## src/rtl/fetch_pkg.sv

```systemverilog
// Shared types and constants for the instruction fetch unit.
// Entry layouts for the prefetch queue, the NOP used for fault markers, and word alignment.
package fetch_pkg;

    typedef struct packed {
        logic [31:0] pc;
        logic [31:0] inst;
        logic        misalign;
    } fetch_entry_t;

    // Narrower entry used when misaligned-target markers cannot occur
    typedef struct packed {
        logic [31:0] pc;
        logic [31:0] inst;
    } fetch_word_t;

    localparam logic [31:0] NOP_INST   = 32'h0000_0013;
    localparam logic [31:0] INST_BYTES = 32'd4;

    function automatic logic [31:0] align_word(input logic [31:0] addr);
        return addr & ~32'h3;
    endfunction

endpackage

```

## src/rtl/fetch_fifo.sv

```systemverilog
// Prefetch queue: register-array FIFO with flush, natural pointer wrap and occupancy count.
// Flush wins over push/pop; a push while full is accepted only alongside a pop.
module fetch_fifo
    import fetch_pkg::*;
#(
    parameter int  DEPTH   = 4,
    parameter type entry_t = fetch_entry_t
)
(
    input  logic                     clk,
    input  logic                     rst_n,
    input  logic                     push,
    input  logic                     pop,
    input  logic                     flush,
    input  entry_t                   din,
    output entry_t                   dout,
    output logic                     full,
    output logic                     empty,
    output logic [$clog2(DEPTH):0]   count
);

    localparam int AW = $clog2(DEPTH);
    localparam logic [AW:0] FULL_CNT = (AW + 1)'(DEPTH);

    entry_t        mem [DEPTH];
    logic [AW-1:0] wr_ptr;
    logic [AW-1:0] rd_ptr;
    logic          do_push;
    logic          do_pop;

    assign full    = (count == FULL_CNT);
    assign empty   = (count == '0);
    assign do_pop  = pop && !flush && !empty;
    assign do_push = push && !flush && (!full || do_pop);
    assign dout    = mem[rd_ptr];

    always_ff @(posedge clk or negedge rst_n) begin
        if (!rst_n) begin
            wr_ptr <= '0;
            rd_ptr <= '0;
            count  <= '0;
        end else if (flush) begin
            wr_ptr <= '0;
            rd_ptr <= '0;
            count  <= '0;
        end else begin
            if (do_push) wr_ptr <= wr_ptr + AW'(1);
            if (do_pop)  rd_ptr <= rd_ptr + AW'(1);
            if (do_push && !do_pop)
                count <= count + (AW + 1)'(1);
            else if (do_pop && !do_push)
                count <= count - (AW + 1)'(1);
        end
    end

    // Payload storage is never reset; occupancy alone decides what is visible
    always_ff @(posedge clk) begin
        if (do_push) mem[wr_ptr] <= din;
    end

endmodule

```

## src/rtl/inst_fetch_unit.sv

```systemverilog
// PC generator and prefetch queue feeding decode over valid/ready, with execute redirects.
// Define FETCH_MISALIGN_EN to turn misaligned redirect targets into a halting marker entry.
module inst_fetch_unit
    import fetch_pkg::*;
#(
    parameter logic [31:0] RESET_PC = 32'h0000_0000,
    parameter int          DEPTH    = 4
)
(
    input  logic        clk,
    input  logic        rst_n,
    output logic [31:0] imem_addr,
    input  logic [31:0] imem_inst,
    input  logic        redirect_valid,
    input  logic [31:0] redirect_pc,
    output logic        out_valid,
    input  logic        out_ready,
    output logic [31:0] out_pc,
    output logic [31:0] out_inst
`ifdef FETCH_MISALIGN_EN
    ,
    output logic        out_misalign
`endif
);

`ifdef FETCH_MISALIGN_EN
    typedef fetch_entry_t q_entry_t;
`else
    typedef fetch_word_t  q_entry_t;
`endif

    logic [31:0]          pc;
    logic                 full;
    logic                 empty;
    logic [$clog2(DEPTH):0] count;
    logic                 pop;
    logic                 push;
    logic                 fetch_en;
    q_entry_t             din;
    q_entry_t             head;

    assign imem_addr = align_word(pc);
    assign out_valid = (count != '0);
    assign pop       = !empty && out_ready && !redirect_valid;
    assign out_pc    = out_valid ? head.pc   : '0;
    assign out_inst  = out_valid ? head.inst : '0;

`ifdef FETCH_MISALIGN_EN
    logic        halted;
    logic        mark_pending;
    logic        mark_push;
    logic [31:0] mark_pc;

    assign fetch_en     = !redirect_valid && (!full || pop) && !halted;
    // The flush on redirect guarantees room for the marker in the following cycle
    assign mark_push    = !redirect_valid && mark_pending;
    assign push         = fetch_en || mark_push;
    assign out_misalign = out_valid && head.misalign;

    always_comb begin
        din = '{pc: imem_addr, inst: imem_inst, misalign: 1'b0};
        if (mark_push) din = '{pc: mark_pc, inst: NOP_INST, misalign: 1'b1};
    end

    always_ff @(posedge clk or negedge rst_n) begin
        if (!rst_n) begin
            halted       <= 1'b0;
            mark_pending <= 1'b0;
        end else if (redirect_valid) begin
            halted       <= |redirect_pc[1:0];
            mark_pending <= |redirect_pc[1:0];
        end else if (mark_push) begin
            mark_pending <= 1'b0;
        end
    end

    always_ff @(posedge clk) begin
        if (redirect_valid) mark_pc <= redirect_pc;
    end
`else
    assign fetch_en = !redirect_valid && (!full || pop);
    assign push     = fetch_en;

    always_comb begin
        din = '{pc: imem_addr, inst: imem_inst};
    end
`endif

    // PC: redirect overrides sequential advance; holds while the queue is full
    always_ff @(posedge clk or negedge rst_n) begin
        if (!rst_n)
            pc <= RESET_PC;
        else if (redirect_valid)
            pc <= align_word(redirect_pc);
        else if (fetch_en)
            pc <= pc + INST_BYTES;
    end

    fetch_fifo #(
        .DEPTH   (DEPTH),
        .entry_t (q_entry_t)
    ) u_fifo (
        .clk   (clk),
        .rst_n (rst_n),
        .push  (push),
        .pop   (pop),
        .flush (redirect_valid),
        .din   (din),
        .dout  (head),
        .full  (full),
        .empty (empty),
        .count (count)
    );

endmodule

```

## config.mk

```make
export PLATFORM = sky130hd
export DESIGN_NAME = inst_fetch_unit
export DESIGN_NICKNAME = d
export VERILOG_FILES = /design/src/rtl/fetch_pkg.sv /design/src/rtl/fetch_fifo.sv /design/src/rtl/inst_fetch_unit.sv
export SDC_FILE = /design/constraint.sdc
export NUM_CORES = 1
export LEC_CHECK = 0
export ABC_AREA = 1
export CORE_MARGIN = 4
export CORE_UTILIZATION = 35
export DETAILED_ROUTE_END_ITERATION = 10
export MAX_ROUTING_LAYER = met4
export SLEW_MARGIN = 20
export SYNTH_ARGS = -nofsm -noshare
export SYNTH_HDL_FRONTEND = slang
export SYNTH_SLANG_ARGS = --single-unit
```

## constraint.sdc

```tcl
create_clock -name clk -period 8 [get_ports clk]
set_input_delay 0.8 -clock clk [delete_from_list [all_inputs] [get_ports clk]]
set_output_delay 0.8 -clock clk [all_outputs]
set_load 0.02 [all_outputs]
```

==> results.yml, run 1 <==
status:
  status: "finished, final reports clean"
sta:
  setup_viol: 0
  worst_hold_slack_ns: 0.538
  finClkSkew_ns: 0.0184
  setup-tns-final_ns: 0
  tightest_slew_ns: 0.916
  drv_slew: 0
  timing.fmax_mhz: 212
  slew-limit-headroom: 0.389
  hold_viol: 0
  timing.final.crit_period_ns: 4.72
  fin_crit_sh: 0.590
  rsz0062_at_grt: "false"
  fin_ws_ns: 3.28
critical_path:
  cp_slowest_stage_delay_ns: 0.94
  worstPathRequired_ns: 7.20
  reg2reg_depth: 5
  r2r_setup_slack_ns: 5.02
  path_cells: "clkinv_2 > buf_4 > o21ai_0 > a21oi_1 > clkdlybuf4s50_1"
  worstSetupStartpoint: "u_fifo.rd_ptr[0]"
  r2r-end: "u_fifo.mem[0][55]"
  critPathKind: "flip-flop to primary output"
  slowest_stage: "dfrtp_4"
  crit_path_end: "out_pc[19]"
  end_kind: "primary output"
  startpoint_type: "flip-flop"
  r2r_start: "u_fifo.count[2]"
  crit_arrival_ns: 3.92
  worstPathMaxFanout: 77
pwr:
  power_density_mw_per_mm2: 309
  power_leakage_nw: 5.41
  pwr-share-comb: 0.298
  irDropWorstVdd_mv: 0.181
  total_power_mw: 4.70
  power.switching_mw: 1.54
  power_frac_seq: 0.409
  switching_share: 0.328
  power_frac_clock: 0.293
  power.internal_mw: 3.16
logic_synthesis:
  ys_async_sr_fraction: 0.130
  synth_edf_count: 248
  ys_top_cells_by_area: "edfxtp_1 (61%), nor2_1 (9.3%), dfrtp_1 (7.6%), o21ai_0 (5.9%), nand2_1 (4.7%)"
  yosys.area.top_type: "edfxtp_1"
  yosysMostFrequentCell: "nor2_1"
  dominantRegCellSynth: "edfxtp_1"
  syn_area_sq_mm: 0.0122
  synth_cell_type_count: 35
  synth_common_cells: "nor2_1 (304), edfxtp_1 (248), nand2_1 (152), o21ai_0 (145), a21oi_1 (67)"
  synth-seq-cells: 285
  syn_avg_cell_area_sq_um: 10.7
  yosysSeqAreaShare: 0.685
  yosysWarningCount: 0
  synth_cells: 1147
  synth_top_area_frac: 0.609
drt:
  drtIter0Drc: 470
  wire_per_inst_um: 17.9
  vias: 8679
  ant_nets: 0
  wirelength_um: 31600
  vias_per_cell: 4.91
  route.detailed.drc: 0
  first_pass_iters: 5
clock_tree:
  numCtsBuffers: 31
  cts-resized-gates: 0
  cts_tree: "yes"
  clockBufferDepth: 3
  cts.clk_slew.worst_paths_ns: 0.06
  cts_setup_buffers: 0
  clk_latency_ns: 0.55
  root_buffer: "clkbuf_16"
  ctsHoldBuffers: 0
  htree_levels: 1
  clock_sinks: 285
die:
  die-width_um: 195
  fp-row-count: 68
  core_area_sq_mm: 0.0345
  pin_count: 165
  initial_utilization: 0.355
  die-area_sq_mm: 0.0380
  die_h_um: 195
cells_and_area:
  n_antenna_cell: 0
  nets: 1367
  area_delta_synth_final_pct: 24.3
  drive_above_1_share: 0.0586
  fin_cells: 1769
hold_path:
  min_path_type: "flip-flop to flip-flop"
  min_path_cells: 1
placement:
  place_inst: 1715
  gp_congestion: 0.855
  io_buffers: 158
  dp_hpwl_um: 18100
  dp_slack_ns: 3.78
global_route:
  grt.met3_usage: 0.0276
  grt_max_degree: 78
  met1_usage: 0.228
  first_global_vias: 8686
  grt_busiest_layer: "met2"
  antenna_found_initial: 0
  overflow: 0
  met2_usage: 0.269
  grt_use_total: 0.168
  grt_pass1_wl_um: 49500
run:
  drv_cap: 0
[stage by stage]
stage / instance area [sq um] / util
after detailed placement: 14200 / 0.413
after floorplan: 12200 / -
final: 15200 / 0.441
after global placement: 14200 / 0.413
after global routing: 15200 / 0.441
after CTS: 15200 / 0.441
[power groups by stage]
stage	clock network [mW]	registers [mW]	logic [mW]
after floorplan	0	1.92	0.777
after detailed placement	0	1.95	1.42
final	1.38	1.92	1.40
after CTS	1.41	1.92	1.43
after global routing	1.47	1.94	1.53
after global placement	0	1.95	1.42
[routing by layer]
metal | vias to the layer above | routed length [um]
met3 | 40 | 1800
met5 | - | 0
li1 | 4208 | -
met1 | 4184 | 14500
met4 | 0 | 467
met2 | 247 | 14900
[cell type report]
cell class                 count  area, sq um
clock inverter                16          170
tap                          455          569
fill                        3194        19300
clock buffer                  38          802
sequential                   285         8380
timing repair buffer         170         1670
multi-input combinational    755         3410
inverter                      50          189
[how the worst min path moves through the flow]
| stage | startpoint | end |
|---|---|---|
| after detailed placement | u_fifo.count[0] | u_fifo.count[0] |
| after floorplan | rst_n | pc[10] |
| after global placement | u_fifo.count[1] | u_fifo.count[1] |
| after global routing | u_fifo.count[0] | u_fifo.count[0] |
| after CTS | u_fifo.count[0] | u_fifo.count[0] |
| final | u_fifo.count[0] | u_fifo.count[0] |
[cell families after synthesis]
group | synth area share
other | 0.000307
DFF | 0.685
adders and majority gates | 0.00676
and+or+nand+nor | 0.165
buffers and inverters | 0.0394
AOI/OAI and AO/OA | 0.0980
xor gates and xnor gates | 0.00573
[cell usage in the layout (no fill, tap or decap), types with 2 or more instances in the layout]
cell	synthesis	layout
bufinv_16	0	4
nand4_1	2	2
xor2_1	2	2
a21oi_1	67	67
nor2_2	3	3
o211ai_1	2	2
a31oi_1	4	4
buf_4	12	12
dfrtp_1	37	35
or2_2	2	2
clkbuf_16	0	31
nor2_4	2	6
conb_1	1	4
xnor2_1	6	6
nand2_2	3	3
clkdlybuf4s50_1	0	158
nor2_1	304	300
o21ai_0	145	145
edfxtp_1	248	248
clkinv_2	1	5
nand3b_1	5	5
nand2_1	152	152
a22oi_1	8	8
clkinv_1	0	8
inv_1	43	43
inv_2	6	6
nand3_1	31	31
ha_1	5	5
clkbuf_1	28	7
[worst max-delay path: cells and delay by family (launching register included)]
family	cells	cell delay, ns
buf+inv	3	2.02
compound gates	2	0.36
flops	1	0.94
[flip-flops by register name, summed over array words and instances (netlist names)]
| signal | flops |
|---|---|
| u_fifo.mem | 248 |
| pc | 30 |
| u_fifo.count | 3 |
| u_fifo.rd_ptr | 2 |
| u_fifo.wr_ptr | 2 |
No activity file was read; power rests on OpenSTA's default activity.
==> run 2: changes to the inputs <==
clock period = 4.9 ns   (was 8 ns; I/O delays follow)
==> run 2 against run 1 <==
Sequential power grew 62%; global-route usage shrank 0.27 points; sequential share of layout area shrank 0.70 points; critical endpoint is now out_inst[3]; setup slack lost 2.3 ns; sequential cell count is the same; via count grew 0.10%; count of clock-buffer cells in the layout grew 2.
==> results.yml, run 2 (synthesis gave the netlist of run 1 again) <==
hold_path:
  min_path_type: "primary input to async pin"
global_route:
  grt_pass1_wl_um: 48800
  overflow: 0
  grt_use_total: 0.165
  antenna_found_initial: 0
  first_global_vias: 8729
  grt_max_degree: 79
cells_and_area:
  area_delta_synth_final_pct: 25.9
  reg_top3: "u_fifo.mem: 248 flops, pc: 30 flops, u_fifo.count: 3 flops"
  largest_register: "u_fifo.mem"
  mostFrequentLayoutCells: "nor2_1 (300), edfxtp_1 (248), clkdlybuf4s50_1 (158)"
  mostFrequentLayoutCell: "nor2_1"
  design_area_sq_mm: 0.0154
  largest_reg_flops: 248
  n_antenna_cell: 0
  nets: 1373
  drive_above_1_share: 0.0703
drt:
  wire_per_inst_um: 17.6
  drtIter0Drc: 496
  ant_nets: 0
  wirelength_um: 31300
  route.detailed.drc: 0
  vias: 8688
  first_pass_iters: 5
  vias_per_cell: 4.89
die:
  fp-row-count: 68
  initial_utilization: 0.355
  core_area_sq_mm: 0.0345
  die-area_sq_mm: 0.0380
  pin_count: 165
  die_h_um: 195
  die-width_um: 195
pwr:
  power_density_mw_per_mm2: 512
  irDropWorstVdd_mv: 0.238
  power_leakage_nw: 5.52
sta:
  setup_viol: 0
  finClkSkew_ns: 0.0276
  fin_crit_sh: 0.800
  rsz0062_at_grt: "false"
  setup-tns-final_ns: 0
  drv_slew: 0
  timing.final.crit_period_ns: 3.92
  tightest_slew_ns: 1.02
  slew-limit-headroom: 0.319
  hold_viol: 0
  timing.fmax_mhz: 255
critical_path:
  end_kind: "primary output"
  path_cells: "clkinv_2 > buf_12 > o21ai_0 > a21oi_1 > clkdlybuf4s50_1"
  slowest_stage: "dfrtp_4"
  worstPathMaxFanout: 78
  crit_arrival_ns: 3.43
  startpoint_type: "flip-flop"
  worstPathRequired_ns: 4.41
  reg2reg_depth: 5
  r2r_start: "u_fifo.count[2]"
  crit_path_end: "out_inst[3]"
  critPathKind: "flip-flop to primary output"
  r2r-end: "u_fifo.mem[0][15]"
  worstSetupStartpoint: "u_fifo.rd_ptr[0]"
  cp_slowest_stage_delay_ns: 0.73
  r2r_setup_slack_ns: 2.56
placement:
  post_dp_cell_area_sq_mm: 0.0143
  gp_congestion: 0.886
  io_buffers: 158
  dp_hpwl_um: 18600
clock_tree:
  htree_levels: 1
  cts_setup_buffers: 0
  ctsHoldBuffers: 0
  clk_latency_ns: 0.55
  clockBufferDepth: 3
  cts-resized-gates: 0
  cts.clk_slew.worst_paths_ns: 0.07
  clock_sinks: 285
  numCtsBuffers: 31
  cts_tree: "yes"
  root_buffer: "clkbuf_16"
status:
  status: "finished, final reports clean"
run:
  drv_cap: 0
-- run 2: how the worst min path moves through the flow --
| stage | start | endpoint |
|---|---|---|
| final | rst_n | pc[17] |
| after global placement | u_fifo.count[1] | u_fifo.count[1] |
| after global routing | rst_n | pc[26] |
| after detailed placement | u_fifo.count[1] | u_fifo.count[1] |
| after floorplan | rst_n | pc[10] |
| after CTS | rst_n | pc[7] |
-- run 2: per-layer routing --
metal	routed length (um)	GRT usage	part of all wire	vias up
li1	-	-	-	4230
met1	14200	0.218	0.45	4176
met2	14800	0.272	0.47	238
met3	1590	0.0225	0.051	44
met4	688	0.0411	0.022	0
met5	0	-	0	-
-- run 2: power by group --
group / switching [mW] / internal (mW)
clock network: 0.919 / 1.50
registers: 0.192 / 2.92
logic: 1.43 / 0.901
total: 2.54 / 5.33
-- run 2: critical path, delay by kind of cell (launching register included) --
kind / cells / cell delay [ns]
AO/OA/AOI/OAI: 2 / 0.37
flip-flops: 1 / 0.73
buffers and inverters: 3 / 1.70
-- run 2: final cells by class --
class,instances,area (sq um)
fillers,3215,19100
flip-flops and latches,285,8380
multi-input cells,755,3410
repair buffers,176,1750
clock buffers,40,862
well taps,455,569
clock inverters,17,221
inverters,50,189
-- run 2: through the flow --
stage / cells / hold WS (ns) / setup WS [ns] / util / total power [mW]
global placement: 1721 / 0.513 / 1.60 / 0.415 / 5.52
global route: 1778 / 0.401 / 0.762 / 0.446 / 8.28
detailed placement: 1721 / 0.535 / 1.54 / 0.415 / 5.54
floorplan: 1150 / 0.194 / 0.707 / - / 4.40
finish: 1778 / 0.385 / 0.979 / 0.446 / 7.87
CTS: 1778 / 0.377 / 0.935 / 0.446 / 7.99
==> run 3: changes to the inputs <==
clock period = 3.2 ns   (was 4.9 ns; I/O delays follow)
==> run 3 against run 2 <==
Sequential share of layout area is essentially flat; clock skew shrank 0.014 ns; non-clock buffer count grew 9; largest cell class unchanged; final cell count grew 0.51%; first-iteration DRC count grew 17%; combinational power grew 59%; critical endpoint is now out_inst[15]; clock power grew 41%; die area is the same; design area is essentially flat.
==> results.yml, run 3 (synthesis gave the netlist of run 1 again) <==
critical_path:
  startpoint_type: "flip-flop"
  r2r-end: "pc[16]"
  r2r_start: "pc[2]"
  worstPathRequired_ns: 2.88
  reg2reg_depth: 7
  r2r_setup_slack_ns: 1.16
  worstPathMaxFanout: 43
  crit_arrival_ns: 2.72
  critPathKind: "flip-flop to primary output"
  end_kind: "primary output"
clock_tree:
  root_buffer: "clkbuf_16"
  clockBufferDepth: 3
  cts_setup_buffers: 0
  ctsHoldBuffers: 0
  clock_sinks: 285
  clk_latency_ns: 0.55
  htree_levels: 1
  cts-resized-gates: 0
  cts_tree: "yes"
  numCtsBuffers: 31
  cts.clk_slew.worst_paths_ns: 0.06
cells_and_area:
  fin_cells: 1787
  drive_above_1_share: 0.0758
  largest_reg_flops: 248
  reg_top3: "u_fifo.mem: 248 flops, pc: 30 flops, u_fifo.count: 3 flops"
  design_area_sq_mm: 0.0154
  mostFrequentLayoutCells: "nor2_1 (300), edfxtp_1 (248), clkdlybuf4s50_1 (154)"
  nets: 1382
  area_delta_synth_final_pct: 25.9
  largest_register: "u_fifo.mem"
  n_antenna_cell: 0
  mostFrequentLayoutCell: "nor2_1"
drt:
  wirelength_met1_um: 14300
  top_layer: "met4"
  vias_per_cell: 4.87
  drtIter0Drc: 580
  wire_per_inst_um: 17.3
  wl_met3_um: 1550
  ant_nets: 0
  wirelength_um: 31000
  route.detailed.drc: 0
  vias: 8701
  wl_met2_um: 14600
  first_pass_iters: 5
sta:
  tightest_slew_ns: 0.712
  fin_crit_sh: 0.949
  finClkSkew_ns: 0.0138
  drv_slew: 0
  timing.final.crit_period_ns: 3.04
  hold_viol: 0
  timing.fmax_mhz: 329
  setup_viol: 0
  rsz0062_at_grt: "false"
  slew-limit-headroom: 0.524
  fin_ws_ns: 0.162
placement:
  post_dp_cell_area_sq_mm: 0.0144
  gp_congestion: 0.880
  dp_hpwl_um: 19200
  dp_slack_ns: 0.605
  io_buffers: 158
  place_inst: 1730
status:
  status: "finished, final reports clean"
pwr:
  power_density_mw_per_mm2: 770
  irDropWorstVdd_mv: 0.388
  power_leakage_nw: 5.52
die:
  pin_count: 165
  initial_utilization: 0.355
  die_h_um: 195
  die-width_um: 195
  fp-row-count: 68
  die-area_sq_mm: 0.0380
  core_area_sq_mm: 0.0345
run:
  drv_cap: 0
global_route:
  grt_max_degree: 92
  grt_use_total: 0.166
  antenna_found_initial: 0
  first_global_vias: 8799
  grt_pass1_wl_um: 49200
  overflow: 0
hold_path:
  min_path_type: "primary input to async pin"
==> run 3: cell count changes in the layout (fill, tap and decap cells not counted), sizes merged <==
cell,delta
buf,+13
clkdlybuf4s50,-4
bufinv,-3
clkbuf,+3
clkinv,-2
clkinvlp,+2
==> run 3: power breakdown <==
part           internal [mW]  total (mW)  switching (mW)  leakage [nW]
clock                   2.05        3.42            1.37         0.481
combinational           1.45        3.70            2.25          2.33
sequential              4.48        4.73           0.255          2.72
==> run 3: area by class of cell <==
class                   count  area [sq um]
flip-flops and latches    285          8380
clock inverters            14           125
multi-input cells         755          3410
inverters                  50           191
repair buffers            185          1850
fillers                  3193         19100
clock buffers              43           871
well taps                 455           569
==> run 3: metrics by stage <==
| step | hold slack, ns | total power, mW | TNS, ns | utilization |
|---|---|---|---|---|
| after detailed placement | 0.526 | 8.55 | 0 | 0.418 |
| after CTS | 0.178 | 12.0 | 0 | 0.447 |
| after global placement | 0.510 | 8.52 | 0 | 0.418 |
| after global routing | 0.187 | 12.5 | 0 | 0.447 |
| final | 0.201 | 11.9 | 0 | 0.447 |
| after floorplan | 0.0244 | 6.74 | -204.04 | - |
==> run 3: worst max path at each step <==
stage                      from          endpoint  slack, ns  cells past startpoint
3_5_place_dp     redirect_valid  u_fifo.mem[3][6]       0.60                      5
3_3_place_gp     redirect_valid  u_fifo.mem[3][6]       0.62                      5
4_1_cts        u_fifo.rd_ptr[1]      out_inst[15]       0.10                      6
2_1_floorplan    redirect_valid  u_fifo.mem[0][0]      -0.82                      5
6_report       u_fifo.rd_ptr[1]      out_inst[15]       0.16                      6
5_1_grt        u_fifo.rd_ptr[1]      out_inst[15]       0.02                      6
==> run 3: critical path, cell delays in order (launching register included) <==
cell and delay, ns:
dfrtp_2 0.42, buf_4 0.32, buf_4 0.32, nor2_1 0.12, o21ai_0 0.08, a21oi_1 0.25
clkdlybuf4s50_1 0.65
==> run 3: layer usage <==
metal  global-route usage  vias up
met5                    -        -
met4               0.0362        0
met3               0.0288       39
met2                0.266      218
met1                0.223     4205
li1                     -     4239
